## src/rtl/cordic_linear_unit.sv

```systemverilog
// Iterative linear-mode CORDIC engine with valid/ready handshakes on both sides.
// Rotation produces y0 + x0*z0 and vectoring produces z0 + y0/x0, one iteration per clock.
module cordic_linear_unit #(
    parameter int  INT_SIZE   = 8,
    parameter int  FLOAT_SIZE = 24,
    parameter int  ITER       = 24,
    localparam int W          = INT_SIZE + FLOAT_SIZE
) (
    input  logic         clk,
    input  logic         rst,
    input  logic         flush,
    input  logic         in_valid,
    output logic         in_ready,
    input  logic         in_mode,
    input  logic [W-1:0] x_in,
    input  logic [W-1:0] y_in,
    input  logic [W-1:0] z_in,
    output logic         out_valid,
    input  logic         out_ready,
    output logic [W-1:0] x_out,
    output logic [W-1:0] y_out,
    output logic [W-1:0] z_out,
    output logic         err_out,
    output logic         busy
);

    localparam int CW = $clog2(ITER + 1);
    localparam logic [W-1:0] ONE = {{(INT_SIZE-1){1'b0}}, 1'b1, {FLOAT_SIZE{1'b0}}};

    typedef enum logic [1:0] {
        IDLE = 2'd0,
        RUN  = 2'd1,
        DONE = 2'd2
    } state_t;

    // Range and divide-by-zero check, done two bits wider so negation and doubling cannot overflow.
    function automatic logic calc_err(input logic mode, input logic [W-1:0] x,
                                      input logic [W-1:0] y, input logic [W-1:0] z);
        logic signed [W+1:0] xe;
        logic signed [W+1:0] ye;
        logic signed [W+1:0] ze;
        logic signed [W+1:0] ax;
        logic signed [W+1:0] ay;
        logic signed [W+1:0] two;
        xe  = {{2{x[W-1]}}, x};
        ye  = {{2{y[W-1]}}, y};
        ze  = {{2{z[W-1]}}, z};
        ax  = xe[W+1] ? -xe : xe;
        ay  = ye[W+1] ? -ye : ye;
        two = {{INT_SIZE{1'b0}}, 2'b10, {FLOAT_SIZE{1'b0}}};
        if (mode) begin
            calc_err = (x == {W{1'b0}}) || (ay >= (ax + ax));
        end else begin
            calc_err = (ze >= two) || (ze < -two);
        end
    endfunction

    state_t               state_r;
    state_t               state_s;
    logic signed [W-1:0]  x_r;
    logic signed [W-1:0]  y_r;
    logic signed [W-1:0]  z_r;
    logic signed [W-1:0]  x_s;
    logic signed [W-1:0]  y_s;
    logic signed [W-1:0]  z_s;
    logic                 mode_r;
    logic                 mode_s;
    logic                 err_r;
    logic                 err_s;
    logic                 bypass_r;
    logic                 bypass_s;
    logic [CW-1:0]        cnt_r;
    logic [CW-1:0]        cnt_s;
    logic                 out_valid_r;
    logic                 out_valid_s;

    logic signed [W-1:0]  xs_s;
    logic signed [W-1:0]  one_s;
    logic                 add_dir_s;
    logic signed [W-1:0]  y_iter_s;
    logic signed [W-1:0]  z_iter_s;

    // One CORDIC micro-rotation on the current register contents.
    always_comb begin
        xs_s  = x_r >>> cnt_r;
        one_s = ONE >> cnt_r;
        if (mode_r) begin
            add_dir_s = (y_r[W-1] != x_r[W-1]);
        end else begin
            add_dir_s = ~z_r[W-1];
        end
        if (add_dir_s) begin
            y_iter_s = y_r + xs_s;
            z_iter_s = z_r - one_s;
        end else begin
            y_iter_s = y_r - xs_s;
            z_iter_s = z_r + one_s;
        end
    end

    // Controller next-state and datapath load/update selection.
    always_comb begin
        state_s     = state_r;
        x_s         = x_r;
        y_s         = y_r;
        z_s         = z_r;
        mode_s      = mode_r;
        err_s       = err_r;
        bypass_s    = bypass_r;
        cnt_s       = cnt_r;
        out_valid_s = out_valid_r;
        if (flush) begin
            state_s     = IDLE;
            out_valid_s = 1'b0;
            err_s       = 1'b0;
        end else begin
            case (state_r)
                IDLE: begin
                    if (in_valid) begin
                        x_s      = x_in;
                        y_s      = y_in;
                        z_s      = z_in;
                        mode_s   = in_mode;
                        err_s    = calc_err(in_mode, x_in, y_in, z_in);
                        bypass_s = in_mode && (x_in == {W{1'b0}});
                        cnt_s    = {CW{1'b0}};
                        state_s  = RUN;
                    end else begin
                        state_s = IDLE;
                    end
                end
                RUN: begin
                    // A divide by zero skips the iterations and presents the operands unchanged.
                    if (bypass_r) begin
                        bypass_s    = 1'b0;
                        state_s     = DONE;
                        out_valid_s = 1'b1;
                    end else begin
                        y_s   = y_iter_s;
                        z_s   = z_iter_s;
                        cnt_s = cnt_r + CW'(1);
                        if (cnt_r == CW'(ITER - 1)) begin
                            state_s     = DONE;
                            out_valid_s = 1'b1;
                        end else begin
                            state_s = RUN;
                        end
                    end
                end
                DONE: begin
                    if (out_ready) begin
                        state_s     = IDLE;
                        out_valid_s = 1'b0;
                    end else begin
                        state_s = DONE;
                    end
                end
                default: begin
                    state_s     = IDLE;
                    out_valid_s = 1'b0;
                end
            endcase
        end
    end

    // State, counter and datapath registers.
    always_ff @(posedge clk or negedge rst) begin
        if (!rst) begin
            state_r     <= IDLE;
            x_r         <= {W{1'b0}};
            y_r         <= {W{1'b0}};
            z_r         <= {W{1'b0}};
            mode_r      <= 1'b0;
            err_r       <= 1'b0;
            bypass_r    <= 1'b0;
            cnt_r       <= {CW{1'b0}};
            out_valid_r <= 1'b0;
        end else begin
            state_r     <= state_s;
            x_r         <= x_s;
            y_r         <= y_s;
            z_r         <= z_s;
            mode_r      <= mode_s;
            err_r       <= err_s;
            bypass_r    <= bypass_s;
            cnt_r       <= cnt_s;
            out_valid_r <= out_valid_s;
        end
    end

    assign in_ready  = (state_r == IDLE);
    assign busy      = (state_r != IDLE);
    assign out_valid = out_valid_r;
    assign err_out   = err_r;
    assign x_out     = x_r;
    assign y_out     = y_r;
    assign z_out     = z_r;

endmodule

```

## config.mk

```make
export PLATFORM = sky130hd
export DESIGN_NAME = cordic_linear_unit
export DESIGN_NICKNAME = d
export VERILOG_FILES = /design/src/rtl/cordic_linear_unit.sv
export SDC_FILE = /design/constraint.sdc
export NUM_CORES = 1
export LEC_CHECK = 0
export CAP_MARGIN = 20
export CORE_MARGIN = 4
export CORE_UTILIZATION = 51
export DETAILED_ROUTE_END_ITERATION = 16
export PLACE_DENSITY = 0.76
export REMOVE_ABC_BUFFERS = 1
export SLEW_MARGIN = 25
export SYNTH_ARGS = -nofsm -noshare
export SYNTH_HDL_FRONTEND = slang
export SYNTH_SLANG_ARGS = --single-unit
export TNS_END_PERCENT = 20
```

## constraint.sdc

```tcl
create_clock -name clk -period 5.6 [get_ports clk]
set_input_delay 1.4 -clock clk [delete_from_list [all_inputs] [get_ports clk]]
set_output_delay 1.4 -clock clk [all_outputs]
set_load 0.01 [all_outputs]
```

* Yosys cells after proc, flatten, opt, wreduce, memory -nomap -nowiden *
Index checks and enable logic that the tools add are counted.

word-level totals
  output and inout bits = 100
  register bits after elaboration = 107
  input bits = 102
  logic and storage cells = 78

cells by class
  mux-type cells = 31
  shift-type cells = 2
  add/sub/neg operators = 8
  bitwise gates (word level) = 2
  equal/unequal tests = 9
  reduce and logical (&&, ||, !) cells = 14
  magnitude comparators = 3

operator list
  kind                                                                                   count
  32-bit 2-to-1 mux                                                                      6
  32-bit one-hot mux with 2 select lines                                                 2
  34-bit 2-to-1 mux                                                                      2
  32-bit negation with 34-bit output                                                     2
  32-bit adder                                                                           2
  32-bit subtractor                                                                      2
  34-bit adder                                                                           1
  34-bit greater-or-equal comparator                                                     1
  32-bit by 27-bit greater-or-equal comparator with 1-bit output, second input constant  1
  32-bit zero test                                                                       1
  32-bit by 26-bit less-than comparator with 1-bit output, second input constant         1
  25-bit by 5-bit >> shifter with 32-bit output, first input constant                    1
  32-bit by 5-bit >>> shifter with 32-bit output                                         1
  1-bit 2-to-1 mux                                                                       11
  5-bit 2-to-1 mux                                                                       2
  5-bit one-hot mux with 2 select lines                                                  1
  3-bit AND reduction                                                                    3
  2-bit 2-to-1 mux                                                                       4
  2-bit nonzero test                                                                     4
  2-bit != test, second input constant                                                   3
  2-bit one-hot mux with 3 select lines                                                  1
  5-bit by 1-bit adder with 5-bit output, second input constant                          1
  5-bit equality test, second input constant                                             1
  4-bit != test, second input constant                                                   1
  other kinds (12)                                                                       14

* Longest topological paths before layout *
  word-level depth = 9
  gate-level depth with buffers = 27

* Worst setup path before layout *
Ideal clock, no wire load.

  path kind = register to register
  start point = reg cnt_r[1]
  end point = reg y_r[31] (netlist: y_out[31])
  clock period less this slack = 5502 ps
  cell stages (with the launch flop) = 24
  data arrival time = 5437 ps
  slack = 98 ps
  path buffers = 3
  cells stage by stage = dfrtp_1 -> buf_2 -> buf_2 -> buf_1 -> mux2_2 -> a22oi_1 -> o31ai_1 -> o221ai_1 -> ha_1 -> nand4_1 -> nor3_1 -> a31oi_1 -> xnor2_1 -> ha_1 -> a21oi_1 -> o21ai_0 -> or3_1 -> a221oi_1 -> o21ai_0 -> o2111ai_1 -> a311oi_1 -> or3_1 -> mux2i_1 -> a211o_1

between the ends
  longest elaborated chain between the ends = 5
  elaborated cells between the ends (all ways) = 6
  those cells by class = add/sub (2); shift (1); mux (3)

RTL lines
  what                                                      line    source
  start, declared                                           72      logic [CW-1:0] cnt_r;
  start signal, assigned                                    176     cnt_r <= {CW{1'b0}};
  start signal, assigned                                    186     cnt_r <= cnt_s;
  32-bit by 5-bit >>> shifter with 32-bit output (*)        85      xs_s = x_r >>> cnt_r;
  32-bit subtractor / 32-bit adder (equally long branches)  96, 93
  32-bit 2-to-1 mux (*)                                     92      if (add_dir_s) begin
  32-bit 2-to-1 mux (*)                                     134     if (bypass_r) begin
  32-bit one-hot mux with 2 select lines (*)                117     case (state_r)
  end signal, assigned                                      171     y_r <= {W{1'b0}};
  end signal, assigned                                      181     y_r <= y_s;
  end, declared                                             61      logic signed [W-1:0] y_r;

Every way passes the cells marked *; elsewhere a longest branch is shown, timed or not. The select of a mux whose other input is x is not followed.
A chain may end at the register's enable or synchronous reset.

* Final worst setup path *
  start point = reg cnt_r[0]
  end point = reg y_r[28] (netlist: y_out[28])

The elaborated chain is that of the path after synthesis.

==> summary.md <==
| Metric | Value |
|---|---|
| Status | `finished with violations` |
| Failing checks | `negative setup slack` |
| Simple-gate portion of the synthesized area | `20.9%` |
| # DRC | `0` |
| Tcrit/Tclk final | `100%` |
| Initial core utilization | `51.9%` |
| DIE AREA | `28,300 µm²` |
| Slowest stage delay, CP | `0.55 ns` |
| Synthesized cell area | `13,100 µm²` |
| H-Tree Depth | `3` |
| Leakage Power | `8.00 nW` |
| Worst-Margin Slew | `1.06 ns` |
| Via density | `6.08` |
| Ys async rst share | `100%` |
| Overflow after GRT | `0` |
| Synth Area in Adders | `11.0%` |
| Sequential area share after synthesis | `20.4%` |
| RSZ-0062 raised after global routing | `true` |
| Diode count | `0` |
| Reg-to-Reg End | `y_out[28]$_DFFE_PN0P_` |
| Final setup skew | `0.0190 ns` |
| Post-synthesis xor/xnor area fraction | `10.0%` |
| GRT Util Overall | `33.4%` |
| Final WL | `49.1 mm` |
| Total CTS buffers | `9` |
| CORE AREA | `25,300 µm²` |
| Compound-Gate Fraction of Synth Area | `24.8%` |
| Std-Cell Rows | `58` |
| Mapped Cells | `1,699` |
| Critical register-to-register path startpoint | `cnt_r[0]$_DFFE_PN0P_` |
| Post-synth top flop | `dfrtp_1` |
| EDFF count, synth | `0` |
| Reg2Reg Setup Slack | `-0.02 ns` |
| Root Buffer | `clkbuf_16` |
| Setup CP Type | `register to register` |
| Largest net degree at the start of global routing | `52` |
| PortBufs | `201` |
| Layout Nets | `2,303` |
| Gpl congestion | `0.984` |
| CTS tree | `built` |
| Number of placed instances, taps included | `2,378` |
| Layout area overhead | `36.5%` |
| Worst VDD drop | `0.331 mV` |
| Final setup viols | `1` |
| Placed inst area | `17,000 µm²` |
| Mean routed wirelength per cell | `20.3 µm` |
| DR pass1 iterations | `8` |
| CP Capture Point | `y_out[28]$_DFFE_PN0P_` |
| Minimum clock period | `5.62 ns` |
| Hold Crit Class | `register to register` |
| Combinational family with the most area after synthesis | `compound AO/OA/AOI/OAI gates` |
| Worst EP required | `5.83 ns` |
| Dpl hpwl | `37.8 mm` |
| Max Fclk | `0.178 GHz` |
| Syn Area/Cell | `7.71 µm²` |
| Yosys Warn Count | `0` |
| Sink Count | `107` |
| Clk buf depth | `2` |
| CP max-delay cell | `mux4_2` |
| Layout cells sized above 1 | `19.8%` |
| Final ANT Viol Nets | `0` |
| Unique masters post-synth | `77` |
| Die Span Y | `168 µm` |
| Initial antenna violation count | `0` |
| Critical Path Start | `cnt_r[0]$_DFFE_PN0P_` |
| Max Cap Viol | `0` |
| Mux contribution to synthesized area | `8.61%` |
| Worst setup margin | `-0.0159 ns` |
| Crit start category | `register` |
| Power Density | `577 nW/µm²` |
| Top Ports | `202` |
| Endpoints failing hold | `0` |
| Later-pin clock latency in the skew report | `0.38 ns` |
| Crit Path Max Fanout | `5` |
| Number of global-route vias before repair | `14,500` |
| Die Span X | `168 µm` |
| Final instance area | `17,900 µm²` |
| Fin cells | `2,422` |
| Worst setup EP type | `register` |
| Number of synthesized register bits | `107` |
| Starting DRC count in detailed routing | `1,253` |
| CP arrival | `5.84 ns` |
| Max Slew Vio Count | `0` |
| Cell Chain, Critical Path | `buf_12 > mux4_2 > mux4_2 > a221o_1 > nor3_2 > buf_4 > and3_1 > nand3_2 > o31ai_2 > xnor2_1 > ha_1 > a21o_1 > a21o_1 > a221o_1 > a211oi_2 > o21bai_1 > a211o_1 > a311oi_2 > xor2_1 > o211ai_1` |
| First-pass GRT wire length | `76.4 mm` |
| Vias | `14,700` |
| Slew headroom | `29.4%` |
| Reg2reg path depth | `20` |
| Worst-path clk slew | `0.08 ns` |
| Hold slack | `0.523 ns` |
## logic make-up (layout without fill, tap and decap cells)
group / count (synthesis) / in the layout
flops: 107 / 107
mux: 71 / 71
fa+ha+maj: 114 / 114
buf+inv: 136 / 528
xor+xnor: 149 / 149
simple gates: 602 / 602
compound gates: 518 / 518
other cells: 2 / 3
## metrics by stage
step                      setup WS [ns]  setup TNS [ns]  utilization (%)  power, mW
final                           -0.0159         -0.0159             70.8       10.3
after global routing             -0.248          -0.777             70.8       11.1
after CTS                      -0.00349        -0.00349             68.9       9.66
after detailed placement         -0.709           -1.27             67.3       8.87
after global placement           -0.752           -1.04             67.3       8.74
after floorplan                  -0.870          -10.26                -       5.92
## layout make-up
type	instances	area (µm²)
clock buffers	9	225
fillers	2070	7380
flip-flops and latches	107	2680
repair buffers	467	4110
well taps	330	413
clock inverters	7	50.0
multi-input cells	1457	10200
inverters	45	173
## layout by cell type, fill, tap and decap left out, types with 7 or more instances in the layout
cell and instances:
inv_1 41, nor2b_1 15, clkdlybuf4s50_1 186, and2_1 7, dfrtp_1 105, mux4_2 27
o21a_1 12, nand3_1 35, o211ai_1 11, o41ai_1 11, o21ai_0 113, nand4_1 17
mux2_2 20, o31ai_1 22, a211oi_1 10, xor2_1 70, nand2_1 272, ha_1 110
nor3_1 24, a221oi_1 7, nand2b_1 14, dlymetal6s2s_1 13, xnor2_1 77, clkbuf_16 10
a31oi_1 30, a21oi_1 159, and3_1 15, nor4_1 9, buf_4 260, a21o_1 41
nor2_1 130, o21bai_1 11, nor3b_1 7, mux2i_1 20
## critical path, delay by kind of cell, from the launching register on
kind / cells / cell delay, ns
buf+inv: 2 / 0.30
compound gates: 10 / 2.49
flops: 1 / 0.44
simple gates: 3 / 0.48
xor+xnor: 2 / 0.38
mux: 2 / 1.07
fa+ha+maj: 1 / 0.29
## worst min path at each step
stage | end | slack, ns | start | cells after the start
after floorplan | mode_r$_DFFE_PN0P_ | 0.49 | mode_r$_DFFE_PN0P_ | 2
after global placement | z_out[26]$_DFFE_PN0P_ | 0.50 | z_out[26]$_DFFE_PN0P_ | 2
after detailed placement | y_out[2]$_DFFE_PN0P_ | 0.51 | y_out[2]$_DFFE_PN0P_ | 2
after CTS | y_out[2]$_DFFE_PN0P_ | 0.53 | y_out[2]$_DFFE_PN0P_ | 2
after global routing | y_out[29]$_DFFE_PN0P_ | 0.56 | y_out[29]$_DFFE_PN0P_ | 2
final | y_out[2]$_DFFE_PN0P_ | 0.52 | y_out[2]$_DFFE_PN0P_ | 2
## synth_stat cells, drive strengths merged (4+ instances only)
master / n / area (µm²)
or3: 8 / 50.1
nand2: 275 / 1030
nand4: 18 / 119
dfrtp: 107 / 2680
nor3b: 7 / 52.6
nor4: 13 / 103
xnor2: 79 / 699
a221oi: 9 / 78.8
buf: 21 / 110
a211oi: 13 / 97.6
nand2b: 15 / 93.8
o41ai: 13 / 114
a21oi: 165 / 826
mux4: 30 / 691
o221ai: 8 / 70.1
a221o: 4 / 40.0
nor2: 136 / 510
a31o: 4 / 35.0
a22o: 4 / 35.0
mux2i: 20 / 200
xor2: 70 / 613
or4: 10 / 75.1
a21o: 41 / 308
o21bai: 12 / 90.1
o22ai: 4 / 25.0
and2: 7 / 43.8
clkbuf: 70 / 263
nand3: 36 / 180
nor3: 28 / 145
o211ai: 11 / 82.6
mux2: 21 / 236
a211o: 5 / 43.8
o31ai: 27 / 203
a31oi: 31 / 194
o21ai: 121 / 606
o21a: 12 / 90.1
ha: 112 / 1400
nor2b: 16 / 100
and3: 15 / 93.8
or2: 7 / 43.8
inv: 45 / 169
## flip-flops by register name, summed over array words and instances (netlist names)
register	flops
mode_r	1
z_out	32
out_valid	1
state_r	2
x_out	32
cnt_r	5
y_out	32
bypass_r	1
err_out	1
## metal layers
layer / global-route usage (%) / share of wire, % / up-vias
li1: - / - / 6974
met1: 42.9 / 41 / 6989
met2: 56.6 / 48 / 660
met3: 4.44 / 7.2 / 105
met4: 13.8 / 4.1 / 0
met5: 0 / 0 / -
## report_power, final
group / leakage [nW] / switching [mW] / internal [mW]
Clock: 0.140 / 0.343 / 0.307
Sequential: 1.30 / 0.309 / 1.02
Combinational: 6.56 / 4.23 / 4.10
Total: 8.00 / 4.88 / 5.43
## timing repair
| action | 4_1_cts | 5_1_grt |
|---|---|---|
| gates resized for setup | 21 | 74 |
| setup endpoints to repair | 7 | 21 |
| setup buffers | 3 | 24 |
| hold buffers | 0 | 0 |
| pin swaps | 9 | 62 |
| cloned | 0 | 1 |
Note: power is estimated with default switching activity, not from simulation.
